**config.mk**
```make
export PLATFORM = sky130hd
export DESIGN_NAME = image_uart_tx_flat
export DESIGN_NICKNAME = d
export VERILOG_FILES = /design/src/rtl/image_uart_tx_if.sv /design/src/rtl/image_uart_tx.sv /design/src/flat_wrapper.sv
export SDC_FILE = /design/constraint.sdc
export NUM_CORES = 1
export LEC_CHECK = 0
export BUFFER_PORTS_ARGS = -buffer_cell sky130_fd_sc_hd__buf_2
export CAP_MARGIN = 0
export CELL_PAD_IN_SITES_DETAIL_PLACEMENT = 0
export CELL_PAD_IN_SITES_GLOBAL_PLACEMENT = 1
export CORE_UTILIZATION = 44
export DETAILED_ROUTE_END_ITERATION = 7
export PLACE_DENSITY_LB_ADDON = 0.2
export SYNTH_ARGS = -nofsm -noshare
export SYNTH_HDL_FRONTEND = slang
export SYNTH_SLANG_ARGS = --single-unit
```
**constraint.sdc**
```tcl
create_clock -name clk -period 2.3 [get_ports clk]
set_input_delay 0.46 -clock clk [delete_from_list [all_inputs] [get_ports clk]]
set_output_delay 0.46 -clock clk [all_outputs]
set_load 0.1 [all_outputs]
```
**src/rtl/image_uart_tx_if.sv**
```systemverilog
// Read port of the output image memory, shared between the UART
// readback block (master) and the memory (slave).
interface image_uart_tx_if #(
    parameter int ADDR_W = 19
);
    logic [ADDR_W-1:0] MO_rd_add;
    logic              RD_MO;
    logic [7:0]        MO_rd_data;

    modport master (
        output MO_rd_add,
        output RD_MO,
        input  MO_rd_data
    );

    modport slave (
        input  MO_rd_add,
        input  RD_MO,
        output MO_rd_data
    );
endinterface

```
**src/rtl/image_uart_tx.sv**
```systemverilog
// Streams the output image memory, pixel 0 upward, onto an 8N1 UART line
// once the processor signals completion; each byte costs a READ/WAIT fetch.
module image_uart_tx #(
    parameter int CLKS_PER_BIT = 434,
    parameter int NUM_PIXELS   = 65536,
    parameter int ADDR_W       = 19
) (
    input  logic             clk,
    input  logic             rst,
    input  logic             START_TX,
    image_uart_tx_if.master  mo,
    output logic             TX,
    output logic             TX_BUSY,
    output logic             TX_DONE
);
    localparam int BAUD_W = (CLKS_PER_BIT > 1) ? $clog2(CLKS_PER_BIT) : 1;
    localparam logic [BAUD_W-1:0] BAUD_LAST = BAUD_W'(CLKS_PER_BIT - 1);
    localparam logic [ADDR_W-1:0] ADDR_LAST = ADDR_W'(NUM_PIXELS - 1);

    typedef enum logic [2:0] {
        IDLE,
        READ,
        WAIT,
        START,
        DATA,
        STOP,
        DONE
    } state_t;

    state_t              state_reg, state_next;
    logic [BAUD_W-1:0]   baud_reg, baud_next;
    logic [2:0]          bit_reg, bit_next;
    logic [7:0]          shift_reg, shift_next;
    logic [ADDR_W-1:0]   addr_reg, addr_next;
    logic                tx_reg, tx_next;
    logic                start_reg, start_prev_reg;
    logic                start_edge;
    logic                baud_wrap;

    assign start_edge = start_reg & ~start_prev_reg;
    assign baud_wrap  = (baud_reg == BAUD_LAST);

    always_comb begin
        state_next = state_reg;
        baud_next  = baud_reg;
        bit_next   = bit_reg;
        shift_next = shift_reg;
        addr_next  = addr_reg;
        case (state_reg)
            IDLE: begin
                if (start_edge) begin
                    addr_next  = '0;
                    state_next = READ;
                end
            end
            READ: state_next = WAIT;
            WAIT: begin
                shift_next = mo.MO_rd_data;
                baud_next  = '0;
                state_next = START;
            end
            START: begin
                if (baud_wrap) begin
                    baud_next  = '0;
                    bit_next   = '0;
                    state_next = DATA;
                end else begin
                    baud_next = baud_reg + 1'b1;
                end
            end
            DATA: begin
                if (baud_wrap) begin
                    baud_next  = '0;
                    shift_next = {1'b0, shift_reg[7:1]};
                    if (bit_reg == 3'd7) begin
                        state_next = STOP;
                    end else begin
                        bit_next = bit_reg + 1'b1;
                    end
                end else begin
                    baud_next = baud_reg + 1'b1;
                end
            end
            STOP: begin
                if (baud_wrap) begin
                    baud_next = '0;
                    if (addr_reg == ADDR_LAST) begin
                        state_next = DONE;
                    end else begin
                        addr_next  = addr_reg + 1'b1;
                        state_next = READ;
                    end
                end else begin
                    baud_next = baud_reg + 1'b1;
                end
            end
            DONE: begin
                if (!START_TX) state_next = IDLE;
            end
            default: state_next = IDLE;
        endcase

        // The line level is derived from the upcoming state so TX is a clean flop.
        case (state_next)
            START:   tx_next = 1'b0;
            DATA:    tx_next = shift_next[0];
            default: tx_next = 1'b1;
        endcase
    end

    always_ff @(posedge clk) begin
        if (!rst) begin
            state_reg      <= IDLE;
            baud_reg       <= '0;
            bit_reg        <= '0;
            shift_reg      <= '0;
            addr_reg       <= '0;
            tx_reg         <= 1'b1;
            // Preload both taps so a level already high at release is not an edge.
            start_reg      <= START_TX;
            start_prev_reg <= START_TX;
        end else begin
            state_reg      <= state_next;
            baud_reg       <= baud_next;
            bit_reg        <= bit_next;
            shift_reg      <= shift_next;
            addr_reg       <= addr_next;
            tx_reg         <= tx_next;
            start_reg      <= START_TX;
            start_prev_reg <= start_reg;
        end
    end

    assign TX           = tx_reg;
    assign mo.MO_rd_add = addr_reg;
    assign mo.RD_MO     = (state_reg == READ);
    assign TX_BUSY      = (state_reg == READ) || (state_reg == WAIT) ||
                          (state_reg == START) || (state_reg == DATA) ||
                          (state_reg == STOP);
    assign TX_DONE      = (state_reg == DONE);
endmodule
```
**src/flat_wrapper.sv**
```systemverilog
// flat-port wrapper written by rule: the top's interface ports become plain ports
module image_uart_tx_flat 
#(
    parameter int CLKS_PER_BIT = 434,
    parameter int NUM_PIXELS   = 65536,
    parameter int ADDR_W       = 19
)
  (clk, rst, START_TX, TX, TX_BUSY, TX_DONE, mo_MO_rd_add, mo_RD_MO, mo_MO_rd_data);
  image_uart_tx_if #(.ADDR_W(ADDR_W)) mo_i ();
  input  logic clk;
  input  logic rst;
  input  logic START_TX;
  output logic TX;
  output logic TX_BUSY;
  output logic TX_DONE;
  output wire logic [$bits(mo_i.MO_rd_add)-1:0] mo_MO_rd_add;
  output wire logic [$bits(mo_i.RD_MO)-1:0] mo_RD_MO;
  input wire logic [$bits(mo_i.MO_rd_data)-1:0] mo_MO_rd_data;
  assign mo_MO_rd_add = mo_i.MO_rd_add;
  assign mo_RD_MO = mo_i.RD_MO;
  assign mo_i.MO_rd_data = mo_MO_rd_data;
  image_uart_tx #(.CLKS_PER_BIT(CLKS_PER_BIT), .NUM_PIXELS(NUM_PIXELS), .ADDR_W(ADDR_W)) u_core (.clk(clk), .rst(rst), .START_TX(START_TX), .mo(mo_i), .TX(TX), .TX_BUSY(TX_BUSY), .TX_DONE(TX_DONE));
endmodule
```
* Word level (Yosys, flattened, before mapping) *
Index checks and enable logic that the tools add are counted.

word-level totals
  register bits after elaboration = 45
  latch bits = 0
  RAM bits = 0
  bits in read-only memories = 0
  input port bits = 11
  output and inout bits = 23
  word-level logic and storage cells = 66
  memories kept = 0

operators by class
  add/sub/neg operators = 3
  multiply operators = 0
  divide/modulo/power cells = 0
  $lt $le $gt $ge = 0
  equality and inequality tests = 17
  shift operators = 0
  mux-type cells = 22
  bitwise logic cells = 2
  reduce and logical (&&, ||, !) cells = 13

operator list
  kind                                                   count
  two-way mux 19 bit                                     3
  one-hot mux 19 bit (2 select lines)                    1
  two-way mux 3 bit                                      10
  one-hot mux 3 bit (7 select lines)                     1
  adder 19 x 1 -> 19 bit, second input constant          1
  equality test 19 x 16 -> 1 bit, second input constant  1
  one-hot mux 9 bit (2 select lines)                     1
  one-hot mux 8 bit (2 select lines)                     1
  equality test 3 bit, second input constant             5
  adder 9 x 1 -> 9 bit, second input constant            1
  equality test 3 x 2 -> 1 bit, second input constant    3
  equality test 9 bit, second input constant             1
  two-way mux 9 bit                                      1
  two-way mux 8 bit                                      1
  != test 2 x 1 -> 1 bit, second input constant          4
  AND reduction 4 bit                                    2
  nonzero test 2 bit                                     4
  one-hot mux 3 bit (2 select lines)                     1
  logical OR 1 bit                                       4
  != test 2 bit, second input constant                   2
  adder 3 x 1 -> 3 bit, second input constant            1
  equality test 3 x 1 -> 1 bit, second input constant    1
  logical NOT 3 bit                                      1
  OR reduction 3 bit                                     1
  other kinds (5)                                        5

* Logic depth before layout (Yosys ltp) *
Gate-level depths: netlist of run 1.

  word-level depth = 6
  gate-level depth with buffers = 9
  mapped depth without buffers = 8

* Least setup slack after synthesis of run 1 *
Ideal clock, no wire load.

  path type = flip-flop to output port
  start = reg u_core.state_reg[1]
  end = out TX_BUSY
  data arrival time = 2683 ps
  required time = 1840 ps
  path slack = -843 ps
  cell stages (with the launch flop) = 5
  buffers on the path = 1
  path through = dfxtp_1 > clkbuf_8 > or2b_2 > nor2_1 > or2_2

between the ends
  longest elaborated chain between the ends = 5
  elaborated cells between the ends (all ways) = 9
  those cells by class = eq/ne: 5; reduce/logical: 4

RTL lines
  what                           line                  source
  start, declared                image_uart_tx.sv:30   state_t state_reg, state_next;
  start signal, assigned         image_uart_tx.sv:123  state_reg <= state_next;
  equality test 3 x 1 -> 1 bit   -
  named net mo_RD_MO             flat_wrapper.sv:17    output wire logic [$bits(mo_i.RD_MO)-1:0] mo_RD_MO;
  logical OR 1 bit (2 in a row)  image_uart_tx.sv:137  assign TX_BUSY = (state_reg == READ) || (state_reg == WAIT) ||
  logical OR 1 bit (2 in a row)  image_uart_tx.sv:138  (state_reg == START) || (state_reg == DATA) ||
  end, declared                  flat_wrapper.sv:14    output logic TX_BUSY;

The timed path passes the listed nets, and every way through them passes these cells.

* Final worst setup path of run 1 *
  start = reg u_core.state_reg[2]
  end = out TX_BUSY

between the ends
  longest elaborated chain between the ends = 5
  elaborated cells between the ends (all ways) = 9
  those cells by class = eq/ne: 5; reduce/logical: 4

RTL lines
  what                                                                          line
  equality test 3 x 1 -> 1 bit or equality test 3 x 2 -> 1 bit (tied branches)  image_uart_tx.sv:137
  logical OR 1 bit (2 in a row)                                                 image_uart_tx.sv:137
  logical OR 1 bit                                                              image_uart_tx.sv:138
  logical OR 1 bit (*)                                                          image_uart_tx.sv:138

Mark *: on every way between the ends. The rest lies on a longest branch, timed or not.

==> impl_metrics.py, run 1 <==
metrics = {
    "synth": {
        "synth_nets": 294,
        "yosysSeqAreaShare_pct": 35.9,
        "synth_seq_cells": 45,
        "ys.flop_type": "dfxtp_1",
        "synth-warning-count": 0,
        "avgSynthCellArea_sq_um": 9.03,
        "ys_types": 61,
        "synth_edf_count": 0,
        "syn-cell-area_sq_um": 2510,
        "synthArstFlopShare_pct": 0,
        "syn_inst": 278,
    },
    "floorplanning": {
        "die_h_um": 77.5,
        "core_area_sq_um": 5510,
        "ios": 34,
        "die_area_sq_um": 6010,
        "initial_utilization_pct": 45.6,
        "die-width_um": 77.5,
        "rows": 27,
    },
    "timing": {
        "hold_slack_ns": 0.312,
        "drv_slew": 0,
        "worst_pin_slew_ns": 0.719,
        "finalCritPeriodShare_pct": 97.4,
        "maxSlewHeadroom_pct": 52.0,
        "rsz0062_at_grt": "false",
        "finalClockSkew_ns": 0.00408,
        "setup_tns_ns": 0,
        "hold_violations": 0,
        "finalCriticalPeriod_ns": 2.24,
        "clock.fmax_mhz": 446,
        "worst_slack_ns": 0.0594,
        "setup_viol": 0,
    },
    "final_layout": {
        "antenna_cells": 0,
        "multi_input_area_sq_um": 1490,
        "num-fill-cells": 543,
        "register_area_sq_um": 930,
        "nets": 333,
        "area_growth_pct": 15.3,
        "utilization_pct": 52.6,
        "layout-drive-gt1-share_pct": 34.0,
        "largest_reg_flops": 19,
    },
    "hold_path": {
        "hp-class": "in2reg",
    },
    "place": {
        "io_buffers": 33,
        "place.gp.congestion": 0.825,
        "place_hpwl_mm": 3.73,
        "dp_slack_ns": 0.166,
    },
    "clock_tree": {
        "cts_buffers": 5,
        "clk_latency_ns": 0.30,
        "htree_levels": 2,
        "root_buffer": "clkbuf_8",
        "cts_tree": "yes",
        "cts.clk_slew.worst_paths_ns": 0.09,
        "cts.path.max_buffers": 2,
        "cts_sinks": 45,
    },
    "routing": {
        "dr.pass1.iters": 4,
        "vias_per_cell": 5.23,
        "drtIter0Drc": 77,
        "routed_wirelength_mm": 5.25,
        "ant_nets": 0,
        "wl_per_cell_um": 13.5,
        "drc": 0,
        "vias": 2041,
    },
    "global_routing": {
        "groute.usage.overall_pct": 19.0,
        "grt_pass1_vias": 1906,
        "antenna_found_initial": 0,
        "grt_overflow": 0,
        "grt_pass1_wl_mm": 9.05,
        "grt_max_degree": 22,
    },
    "worst_setup_path": {
        "cp.required_ns": 1.84,
        "path_class": "reg2out",
        "arrival_ns": 1.78,
        "end_kind": "primary output",
        "start_kind": "flip-flop",
        "crit_fanout": 5,
    },
    "pwr": {
        "p_leak_nw": 1.13,
        "p_per_area_nw_per_um2": 646,
        "ir_worst_vdd_mv": 0.334,
    },
    "status": {
        "outcome": "finished, final reports clean",
    },
    "flow_run": {
        "maxCapViolations": 0,
    },
}
-- metrics by stage --
| step | cell area (sq um) | power, mW | instances |
|---|---|---|---|
| floorplan | 2550 | 1.20 | 278 |
| global placement | 2790 | 1.29 | 382 |
| detailed placement | 2790 | 1.29 | 382 |
| CTS | 2900 | 1.90 | 390 |
| global route | 2900 | 1.97 | 390 |
| finish | 2900 | 1.87 | 390 |
-- report_power, final --
part / total (mW) / internal (mW) / switching [mW]
sequential: 0.838 / 0.813 / 0.0246
clock: 0.595 / 0.321 / 0.274
combinational: 0.439 / 0.146 / 0.293
total: 1.87 / 1.28 / 0.592
-- layout by cell type (no fill, tap or decap), drive strengths merged, types with 4 or more instances in the layout --
| cell type | synthesis | layout |
|---|---|---|
| a2111oi | 4 | 4 |
| a211oi | 9 | 9 |
| a21o | 5 | 5 |
| a21oi | 20 | 20 |
| a22oi | 9 | 9 |
| and2 | 4 | 4 |
| and3 | 7 | 7 |
| buf | 7 | 44 |
| clkbuf | 5 | 6 |
| dfxtp | 45 | 45 |
| ha | 5 | 5 |
| inv | 8 | 8 |
| nand2 | 25 | 25 |
| nand3 | 17 | 17 |
| nor2 | 38 | 38 |
| nor3 | 5 | 5 |
| nor3b | 6 | 6 |
| o21ai | 9 | 9 |
| or2 | 4 | 4 |
| xnor2 | 12 | 12 |
-- synthesized netlist by cell type (all sizes together) (2+ instances only) --
library cell	number	area share, %
a2111oi	4	3.9
a211oi	9	2.7
a21o	5	1.5
a21oi	20	4.0
a22oi	9	2.7
a31o	2	0.70
and2	4	1.0
and3	7	1.9
and4	2	0.75
buf	7	2.7
clkbuf	5	1.1
dfxtp	45	36
ha	5	2.5
inv	8	1.2
mux2	2	0.90
nand2	25	3.8
nand2b	3	1.1
nand3	17	3.6
nand4	2	0.75
nor2	38	6.4
nor2b	3	0.75
nor3	5	1.4
nor3b	6	1.8
nor4b	2	0.95
o21ai	9	2.2
o22ai	3	0.75
or2	4	1.1
or2b	2	0.70
xnor2	12	4.2
-- routing by layer --
layer | share of wire [%] | vias up | GRT usage [%]
met5 | 0 | - | 0
met4 | 2.0 | 0 | 8.30
met3 | 3.5 | 10 | 3.76
met2 | 44 | 37 | 30.6
met1 | 51 | 921 | 24.6
li1 | - | 1073 | -
-- kinds of logic (layout without fill, tap and decap cells) --
family / count (synthesis) / count (layout) / synth area share, %
AND/OR/NAND/NOR: 125 / 125 / 29.7
buffers and inverters: 20 / 60 / 5.08
adder cells (fa/ha/maj): 5 / 5 / 2.49
multiplexers: 3 / 3 / 1.30
flip-flops: 45 / 45 / 35.9
AO/OA/AOI/OAI: 68 / 68 / 21.4
XOR/XNOR: 12 / 12 / 4.19
-- worst paths after layout --
check / from / to / slack, ns / depth (start not counted)
max: u_core.state_reg[2] / TX_BUSY / 0.06 / 5
min: START_TX / u_core.start_reg / 0.31 / 1
max reg2reg: u_core.mo.MO_rd_add[0] / u_core.mo.MO_rd_add[12] / 0.22 / 7
min reg2reg: u_core.shift_reg[2] / u_core.shift_reg[2] / 0.46 / 2
-- layout make-up --
class | count | share of cell area (%)
Inverter | 8 | 1.04
Clock inverter | 2 | 1.17
Timing Repair Buffer | 44 | 8.64
Tap cell | 72 | 3.11
Multi-Input combinational cell | 213 | 51.4
Sequential cell | 45 | 32.1
Clock buffer | 6 | 2.51
-- worst max-delay path, cell delays in order (launching register included) --
cell and delay, ns:
dfxtp_2 0.36, buf_4 0.16, nand2_1 0.12, or2b_2 0.33
or2_2 0.28, buf_4 0.23
-- timing repair --
item,4_1_cts,5_1_grt
endpoints found under the setup margin,1,1
gates resized for setup,2,0
pin swaps,0,1
hold buffers,0,0
setup buffers,0,0
(Power assumes the default switching activity.)
==> run 2: changes to the inputs <==
- GPL_TIMING_DRIVEN: default -> 0
- MAX_ROUTING_LAYER: default -> met4
==> impl_metrics.py, run 2 (synthesized netlist as in run 1, its figures left out) <==
metrics = {
    "timing": {
        "hold_violations": 0,
        "rsz0062_at_grt": "false",
        "maxSlewHeadroom_pct": 55.0,
        "finalClockSkew_ns": 0.00585,
        "hold_slack_ns": 0.324,
        "setup_tns_ns": 0,
        "finalCriticalPeriod_ns": 2.23,
        "finalCritPeriodShare_pct": 96.9,
        "worst_pin_slew_ns": 0.671,
        "drv_slew": 0,
        "clock.fmax_mhz": 449,
        "worst_slack_ns": 0.0707,
        "setup_viol": 0,
    },
    "floorplanning": {
        "die_h_um": 77.5,
        "die-width_um": 77.5,
        "die_area_sq_um": 6010,
        "ios": 34,
        "core_area_sq_um": 5510,
        "rows": 27,
        "initial_utilization_pct": 45.6,
    },
    "final_layout": {
        "area_growth_pct": 16.7,
        "multi_input_area_sq_um": 1490,
        "register_area_sq_um": 928,
        "mostFrequentLayoutCells": "nor2_1, buf_2, dfxtp_1",
        "layout_commonest_cell": "nor2_1",
        "num-fill-cells": 539,
        "largest_reg_flops": 19,
        "antenna_cells": 0,
        "layout-drive-gt1-share_pct": 33.5,
        "final_cell_count_no_fill": 394,
        "nets": 337,
    },
    "pwr": {
        "p_leak_nw": 1.13,
        "p_sw_share_pct": 32.8,
        "net-switching-power_mw": 0.582,
        "p_total_mw": 1.77,
        "p_seq_share_pct": 46.8,
        "p_int_mw": 1.19,
        "p_per_area_nw_per_um2": 606,
        "ir_worst_vdd_mv": 0.477,
        "pwr-share-comb_pct": 26.5,
        "power.share.clock_pct": 26.7,
    },
    "global_routing": {
        "grt_max_degree": 14,
        "grt_pass1_wl_mm": 9.20,
        "grt_pass1_vias": 1930,
        "groute.usage.overall_pct": 19.5,
        "grt_overflow": 0,
        "antenna_found_initial": 0,
    },
    "routing": {
        "drc": 0,
        "vias_per_cell": 5.37,
        "ant_nets": 0,
        "wl_per_cell_um": 13.7,
        "vias": 2117,
        "drtIter0Drc": 84,
        "dr.pass1.iters": 5,
        "routed_wirelength_mm": 5.38,
    },
    "clock_tree": {
        "clk_latency_ns": 0.29,
        "cts_buffers": 5,
        "cts_sinks": 45,
        "cts.path.max_buffers": 2,
        "htree_levels": 2,
        "cts_tree": "yes",
        "root_buffer": "clkbuf_8",
        "cts.clk_slew.worst_paths_ns": 0.08,
        "hold_buffers": 0,
    },
    "worst_setup_path": {
        "ff2ff_setup_slack_ns": 0.19,
        "start_kind": "flip-flop",
        "path_class": "reg2out",
        "arrival_ns": 1.77,
        "crit_fanout": 9,
        "cp_slowest_cell": "dfxtp_1",
        "cp.required_ns": 1.84,
        "slowest_delay_ns": 0.32,
        "end_kind": "primary output",
        "crit_chain": "clkbuf_8 -> inv_1 -> nand2_1 -> or2b_4 -> or2_2 -> buf_8",
    },
    "flow_run": {
        "maxCapViolations": 0,
    },
    "place": {
        "place_inst": 382,
        "place_hpwl_mm": 3.82,
        "dp_slack_ns": -0.00949,
        "io_buffers": 32,
        "place.gp.congestion": 0.791,
    },
    "status": {
        "outcome": "finished, final reports clean",
    },
    "hold_path": {
        "hp-class": "in2reg",
    },
}
-- run 2: cell types whose count changed in the layout (fill, tap and decap cells not counted), sizes merged --
cell | previous run | this run
clkbuf | 6 | 11
bufinv | 1 | 0
clkinvlp | 0 | 1
clkinv | 1 | 0
-- run 2: worst paths after layout --
path / start / endpoint / depth (start not counted)
min reg2reg: u_core.shift_reg[6] / u_core.shift_reg[6] / 2
min: START_TX / u_core.start_reg / 1
max reg2reg: u_core.mo.MO_rd_add[0] / u_core.TX / 8
max: u_core.state_reg[1] / TX_BUSY / 6
-- run 2: power by group through the flow --
stage | combinational (mW) | clock, mW | sequential [mW]
after CTS | 0.455 | 0.499 | 0.830
after global placement | 0.436 | 0 | 0.848
after floorplan | 0.319 | 0 | 0.885
after detailed placement | 0.438 | 0 | 0.849
after global routing | 0.507 | 0.524 | 0.836
final | 0.470 | 0.475 | 0.830
-- run 2: worst max-delay path: cells and delay by family, from the launching register on --
family                 cells  cell delay [ns]
AND/OR/NAND/NOR            3             0.70
flip-flops                 1             0.32
buffers and inverters      3             0.45
-- run 2: repair_timing --
item | in CTS | in global routing
resized for setup | 5 | 0
buffers inserted | 0 | 5
endpoints found under the setup margin | 1 | 3
pin swaps | 0 | 2
endpoints found under the hold margin | 0 | 0
-- run 2: through the flow --
| step | instance area (sq um) | utilization (%) |
|---|---|---|
| final | 2930 | 53.2 |
| after global routing | 2930 | 53.2 |
| after CTS | 2890 | 52.5 |
| after detailed placement | 2800 | 50.8 |
| after global placement | 2800 | 50.8 |
| after floorplan | 2550 | - |
-- run 2: area by class of cell --
cell class,count,area share (%)
multi-input cells,213,50.9
flip-flops and latches,45,31.7
repair buffers,37,7.09
plain buffers,11,3.33
well taps,72,3.07
clock buffers,7,2.60
inverters,8,1.02
clock inverters,1,0.256
-- run 2: per-layer routing --
layer	wire length [um]	global-route usage (%)	up-vias
li1	-	-	1082
met3	175	4.00	7
met2	2470	31.4	36
met4	74	4.15	0
met5	0	-	-
met1	2660	25.2	992
